<file path="config.mk">
export PLATFORM = sky130hd
export DESIGN_NAME = secuenciador_flat
export DESIGN_NICKNAME = d
export VERILOG_FILES = /design/src/rtl/secuenciador_if.sv /design/src/rtl/secuenciador.sv /design/src/flat_wrapper.sv
export SDC_FILE = /design/constraint.sdc
export NUM_CORES = 1
export LEC_CHECK = 0
export BUFFER_PORTS_ARGS = -buffer_cell sky130_fd_sc_hd__buf_2
export CORE_AREA = 2 2 64 42
export DETAILED_ROUTE_END_ITERATION = 7
export DIE_AREA = 0 0 66 44
export PLACE_DENSITY = 0.94
export SLEW_MARGIN = 20
export SYNTH_ARGS = -nofsm -noshare
export SYNTH_HDL_FRONTEND = slang
export SYNTH_SLANG_ARGS = --single-unit
</file>
<file path="constraint.sdc">
create_clock -name clk -period 3 [get_ports clk]
set_clock_uncertainty 0.1 [all_clocks]
set_input_delay 0.75 -clock clk [delete_from_list [all_inputs] [get_ports clk]]
set_output_delay 0.75 -clock clk [all_outputs]
set_load 0.02 [all_outputs]
</file>
<file path="src/rtl/secuenciador_if.sv">
// Decoder/stack <-> program-sequencer bundle. With SECUENCIADOR_INTR_EN defined,
// the interrupt request (irq) and return-from-interrupt (reti) strobes are added.
interface secuenciador_if;
    // Strobes and flags are plain levels qualified by the rising clock edge; there is
    // no valid/ready pairing: whatever is present at the edge is the current instruction.
    logic       jmp;
    logic       bz;
    logic       bnz;
    logic       call;
    logic       ret;
    logic       z;
    logic [9:0] target;
    logic [9:0] sp;
    logic       underflow;
    logic       overflow;
    logic       halt;
    logic       resume;
`ifdef SECUENCIADOR_INTR_EN
    logic       irq;
    logic       reti;
`endif
    logic [9:0] pc;
    logic [9:0] pc_addr;
    logic       push;
    logic       pop;
    logic       fault;
    logic       halted;
    logic [1:0] state;

`ifdef SECUENCIADOR_INTR_EN
    modport master (output jmp, bz, bnz, call, ret, z, target, sp, underflow, overflow,
                    halt, resume, irq, reti,
                    input  pc, pc_addr, push, pop, fault, halted, state);
    modport slave  (input  jmp, bz, bnz, call, ret, z, target, sp, underflow, overflow,
                    halt, resume, irq, reti,
                    output pc, pc_addr, push, pop, fault, halted, state);
`else
    modport master (output jmp, bz, bnz, call, ret, z, target, sp, underflow, overflow,
                    halt, resume,
                    input  pc, pc_addr, push, pop, fault, halted, state);
    modport slave  (input  jmp, bz, bnz, call, ret, z, target, sp, underflow, overflow,
                    halt, resume,
                    output pc, pc_addr, push, pop, fault, halted, state);
`endif
endinterface

</file>
<file path="src/rtl/secuenciador.sv">
// Program counter sequencer with RUN/HALT/FAULT control and return-stack strobes.
// Optional interrupt entry/return enabled by defining SECUENCIADOR_INTR_EN.
module secuenciador #(
    parameter logic [9:0] RESET_VECTOR = 10'h000,
    parameter logic [9:0] IRQ_VECTOR   = 10'h3F0
) (
    input  logic           clk,
    input  logic           reset,
    secuenciador_if.slave  bus
);

    typedef enum logic [1:0] {
        ST_RUN   = 2'd0,
        ST_HALT  = 2'd1,
        ST_FAULT = 2'd2
    } state_e;

    state_e     state_q, state_d;
    logic [9:0] pc_q, pc_d;
    logic       fault_q, fault_d;
    logic       halted_q, halted_d;
    logic [9:0] pc_inc;
    logic       fault_in;
    logic       irq_take;
    logic       do_ret;
    logic       push_c;
    logic       pop_c;
    logic [9:0] pc_addr_c;

`ifdef SECUENCIADOR_INTR_EN
    logic in_isr_q, in_isr_d;
    assign irq_take = bus.irq & ~in_isr_q;
    assign do_ret   = bus.ret | bus.reti;
`else
    assign irq_take = 1'b0;
    assign do_ret   = bus.ret;
`endif

    assign pc_inc   = pc_q + 10'd1;
    assign fault_in = bus.underflow | bus.overflow;

    always_comb begin
        state_d   = state_q;
        pc_d      = pc_q;
        fault_d   = fault_q;
        halted_d  = halted_q;
        push_c    = 1'b0;
        pop_c     = 1'b0;
        pc_addr_c = pc_inc;
`ifdef SECUENCIADOR_INTR_EN
        in_isr_d  = in_isr_q;
`endif
        case (state_q)
            ST_RUN: begin
                // Faults and halt freeze the PC and suppress the op so the stack is untouched.
                if (fault_in) begin
                    state_d = ST_FAULT;
                    fault_d = 1'b1;
                end else if (bus.halt) begin
                    state_d  = ST_HALT;
                    halted_d = 1'b1;
                end else if (irq_take) begin
                    push_c    = 1'b1;
                    pc_addr_c = pc_q;
                    pc_d      = IRQ_VECTOR;
`ifdef SECUENCIADOR_INTR_EN
                    in_isr_d  = 1'b1;
`endif
                end else if (bus.call) begin
                    push_c = 1'b1;
                    pc_d   = bus.target;
                end else if (do_ret) begin
                    pop_c = 1'b1;
                    pc_d  = bus.sp;
`ifdef SECUENCIADOR_INTR_EN
                    if (bus.reti) in_isr_d = 1'b0;
`endif
                end else if (bus.jmp) begin
                    pc_d = bus.target;
                end else if (bus.bz) begin
                    pc_d = bus.z ? bus.target : pc_inc;
                end else if (bus.bnz) begin
                    pc_d = bus.z ? pc_inc : bus.target;
                end else begin
                    pc_d = pc_inc;
                end
            end
            ST_HALT: begin
                if (fault_in) begin
                    state_d  = ST_FAULT;
                    fault_d  = 1'b1;
                    halted_d = 1'b0;
                end else if (bus.resume && !bus.halt) begin
                    state_d  = ST_RUN;
                    halted_d = 1'b0;
                end
            end
            ST_FAULT: begin
                state_d = ST_FAULT;
            end
            default: begin
                state_d  = ST_FAULT;
                fault_d  = 1'b1;
                halted_d = 1'b0;
            end
        endcase
        // Stack strobes must stay quiet for the whole time reset is held.
        if (!reset) begin
            push_c = 1'b0;
            pop_c  = 1'b0;
        end
    end

    always_ff @(posedge clk or negedge reset) begin
        if (!reset) begin
            state_q  <= ST_RUN;
            pc_q     <= RESET_VECTOR;
            fault_q  <= 1'b0;
            halted_q <= 1'b0;
`ifdef SECUENCIADOR_INTR_EN
            in_isr_q <= 1'b0;
`endif
        end else begin
            state_q  <= state_d;
            pc_q     <= pc_d;
            fault_q  <= fault_d;
            halted_q <= halted_d;
`ifdef SECUENCIADOR_INTR_EN
            in_isr_q <= in_isr_d;
`endif
        end
    end

    assign bus.pc      = pc_q;
    assign bus.pc_addr = pc_addr_c;
    assign bus.push    = push_c;
    assign bus.pop     = pop_c;
    assign bus.fault   = fault_q;
    assign bus.halted  = halted_q;
    assign bus.state   = state_q;

endmodule

</file>
<file path="src/flat_wrapper.sv">
// flat-port wrapper written by rule: the top's interface ports become plain ports
module secuenciador_flat 
#(
    parameter logic [9:0] RESET_VECTOR = 10'h000,
    parameter logic [9:0] IRQ_VECTOR   = 10'h3F0
)
  (clk, reset, bus_jmp, bus_bz, bus_bnz, bus_call, bus_ret, bus_z, bus_target, bus_sp, bus_underflow, bus_overflow, bus_halt, bus_resume, bus_pc, bus_pc_addr, bus_push, bus_pop, bus_fault, bus_halted, bus_state);
  secuenciador_if bus_i ();
  input  logic clk;
  input  logic reset;
  input wire logic [$bits(bus_i.jmp)-1:0] bus_jmp;
  input wire logic [$bits(bus_i.bz)-1:0] bus_bz;
  input wire logic [$bits(bus_i.bnz)-1:0] bus_bnz;
  input wire logic [$bits(bus_i.call)-1:0] bus_call;
  input wire logic [$bits(bus_i.ret)-1:0] bus_ret;
  input wire logic [$bits(bus_i.z)-1:0] bus_z;
  input wire logic [$bits(bus_i.target)-1:0] bus_target;
  input wire logic [$bits(bus_i.sp)-1:0] bus_sp;
  input wire logic [$bits(bus_i.underflow)-1:0] bus_underflow;
  input wire logic [$bits(bus_i.overflow)-1:0] bus_overflow;
  input wire logic [$bits(bus_i.halt)-1:0] bus_halt;
  input wire logic [$bits(bus_i.resume)-1:0] bus_resume;
  output wire logic [$bits(bus_i.pc)-1:0] bus_pc;
  output wire logic [$bits(bus_i.pc_addr)-1:0] bus_pc_addr;
  output wire logic [$bits(bus_i.push)-1:0] bus_push;
  output wire logic [$bits(bus_i.pop)-1:0] bus_pop;
  output wire logic [$bits(bus_i.fault)-1:0] bus_fault;
  output wire logic [$bits(bus_i.halted)-1:0] bus_halted;
  output wire logic [$bits(bus_i.state)-1:0] bus_state;
  assign bus_i.jmp = bus_jmp;
  assign bus_i.bz = bus_bz;
  assign bus_i.bnz = bus_bnz;
  assign bus_i.call = bus_call;
  assign bus_i.ret = bus_ret;
  assign bus_i.z = bus_z;
  assign bus_i.target = bus_target;
  assign bus_i.sp = bus_sp;
  assign bus_i.underflow = bus_underflow;
  assign bus_i.overflow = bus_overflow;
  assign bus_i.halt = bus_halt;
  assign bus_i.resume = bus_resume;
  assign bus_pc = bus_i.pc;
  assign bus_pc_addr = bus_i.pc_addr;
  assign bus_push = bus_i.push;
  assign bus_pop = bus_i.pop;
  assign bus_fault = bus_i.fault;
  assign bus_halted = bus_i.halted;
  assign bus_state = bus_i.state;
  secuenciador #(.RESET_VECTOR(RESET_VECTOR), .IRQ_VECTOR(IRQ_VECTOR)) u_core (.clk(clk), .reset(reset), .bus(bus_i));
endmodule
</file>
==> flow_summary.json <==
{
  "relSlewSlack_pct": 77.6,
  "start_util_pct": 44.3,
  "grt-busiest-layer": "met2",
  "ant_nets": 0,
  "fin_cells": 212,
  "grt_pass1_vias": 1043,
  "hp-class": "input pin to async pin",
  "htreeDepth": 1,
  "clk_latency_ns": 0.24,
  "core-area_mm2": 0.00235,
  "grt_antenna_before_repair": 0,
  "powerDensity_mw_per_mm2": 345,
  "dp_hpwl_um": 2430,
  "synth_cells": 119,
  "synthArstFlopShare_pct": 100,
  "place_congestion": 0.806,
  "tightestPinTransition_ns": 0.335,
  "wirelength_um": 3140,
  "antenna_cells": 0,
  "io_buffers": 57,
  "endpoint_kind": "output port",
  "num_vias": 1185,
  "place_inst": 209,
  "first_pass_iters": 4,
  "synth-seq-cells": 14,
  "cts_resized": 0,
  "crit_path_start": "bus_overflow",
  "finalCritPeriodShare_pct": 94.3,
  "fillerInstances": 208,
  "critPathKind": "input pin to output port",
  "syn_nets": 152,
  "crit_fanout": 6,
  "required_ns": 2.15,
  "clkTransAtPathRegs_ns": 0.05,
  "grt_max_degree": 16,
  "dieArea_mm2": 0.00290,
  "area_growth_syn_to_layout_pct": 36.6,
  "cts_hold_buffers": 0,
  "nets": 215,
  "synth_warnings": 0,
  "grt_pass1_wl_um": 4900,
  "ios": 58,
  "finalCriticalPeriod_ns": 2.83,
  "use_met1_pct": 32.2,
  "core.rowCount": 14,
  "arrival_ns": 1.98,
  "first_iter_violations": 67,
  "drv_cap": 0,
  "die_h_um": 44,
  "maxSlewViolCount": 0,
  "clock_path_buffers": 2,
  "cts-root-buf": "clkbuf_8",
  "avgSynthCellArea_um2": 8.74,
  "power_leakage_uw": 0.000732,
  "cts_sinks": 14,
  "ir_drop_mv": 0.317,
  "layout-drive-gt1-share_pct": 40.6,
  "synth.distinct_cells": 43,
  "routedWlPerCell_um": 14.8,
  "cts_tree": "built",
  "grt_overflow_total": 0,
  "ys_seq_area_share_pct": 33.7,
  "vias_per_cell": 5.59,
  "status": "finished clean",
  "start_kind": "input pin",
  "max_freq_mhz": 353,
  "setup_viol": 0,
  "regToRegStartpoint": "u_core.bus.state[1]",
  "grtUsageMet2_pct": 36.2,
  "syn_area_mm2": 0.00104,
  "numCtsBuffers": 3,
  "postCtsSetupBuffers": 0,
  "die_x_um": 66,
  "drc": 0,
  "synth_ff_type": "dfrtp_1",
  "tns_ns": 0,
  "grtUsageMet3_pct": 5.71,
  "grt_use_total_pct": 23.1,
  "synth_edf_count": 0,
  "rsz0062_at_grt": "false",
  "final_hold_viol_count": 0
}
[Yosys cell counts (3+ instances only)]
master	instances	area, um2
inv_1	4	15.0
o22ai_1	5	31.3
nor2_1	10	37.5
dfrtp_1	14	350
o21ai_0	3	15.0
a21oi_1	4	20.0
and3_1	7	43.8
xnor2_1	6	52.6
nand3_1	5	25.0
nand2_1	10	37.5
o21ai_1	8	40.0
a221oi_1	3	26.3
[state kept, by name, indices dropped and copies added (netlist names)]
signal             cells
u_core.bus.pc         10
u_core.bus.state       2
u_core.bus.fault       1
u_core.bus.halted      1
[where the power goes]
part / internal, uW / switching, uW
logic: 51.0 / 75.7
clock network: 88.7 / 61.6
registers: 199 / 14.0
total: 339 / 151
[layout make-up]
cell class                 instances  area (um2)  share of cell area [%]
inverter                           5        18.8                    1.32
clock buffer                       3        41.3                    2.91
sequential                        14         350                    24.7
tap                               32        40.0                    2.82
multi-input combinational         96         647                    45.6
timing repair buffer              62         323                    22.7
[worst max-delay path: stages]
cell and delay [ns]:
buf_2 0.10, nor3_2 0.22, inv_2 0.10, or3_4 0.34, nor2_1 0.12, and3_1 0.18
buf_2 0.17
[logic make-up (layout without fill, tap and decap cells)]
kind of cell    after synthesis  count (layout)  synth area share, %
xor+xnor                      8               8                 6.74
buf+inv                       9              70                 4.09
fa+ha+maj                     1               1                 1.20
compound gates               42              42                 28.9
mux                           2               2                 1.93
simple gates                 43              43                 23.5
flops                        14              14                 33.7
[through the flow]
stage | instance area, um2 | total power, uW | utilization, % | setup slack (ns) | hold WS (ns)
final | 1420 | 490 | 60.5 | 0.171 | 0.240
after global routing | 1420 | 518 | 60.5 | 0.104 | 0.252
after detailed placement | 1380 | 342 | 58.7 | 0.170 | 0.345
after CTS | 1420 | 492 | 60.5 | 0.171 | 0.248
after global placement | 1380 | 339 | 58.7 | 0.213 | 0.336
after floorplan | 1040 | 281 | - | 0.351 | 0.354
[per-layer routing]
metal / up-vias / part of all wire (%) / routed length [um]
met5: - / 0 / 0
met4: 0 / 1.5 / 46
met1: 547 / 44 / 1390
met3: 4 / 9.7 / 304
met2: 56 / 45 / 1400
li1: 578 / - / -
[worst paths after layout]
check	to	slack, ns	depth (start not counted)
worst max-delay path	bus_pop	0.17	7
worst max register to register	u_core.bus.pc[6]	1.09	6
max in group asynchronous	u_core.bus.pc[5]	2.19	2
min in group clk	u_core.bus.fault	0.36	1
worst min-delay path	u_core.bus.fault	0.24	1
worst min register to register	u_core.bus.fault	0.36	1
[layout by cell type (no fill, tap or decap), types with 3 or more instances in the layout]
master    count
buf_2        57
dfrtp_1      14
nand2_1      10
nor2_1       10
o21ai_1       8
and3_1        7
xnor2_1       6
nand3_1       5
o22ai_1       5
buf_4         5
inv_1         4
a21oi_1       4
o21ai_0       3
a221oi_1      3
clkbuf_8      3
Power figures use the tool's default switching activity.
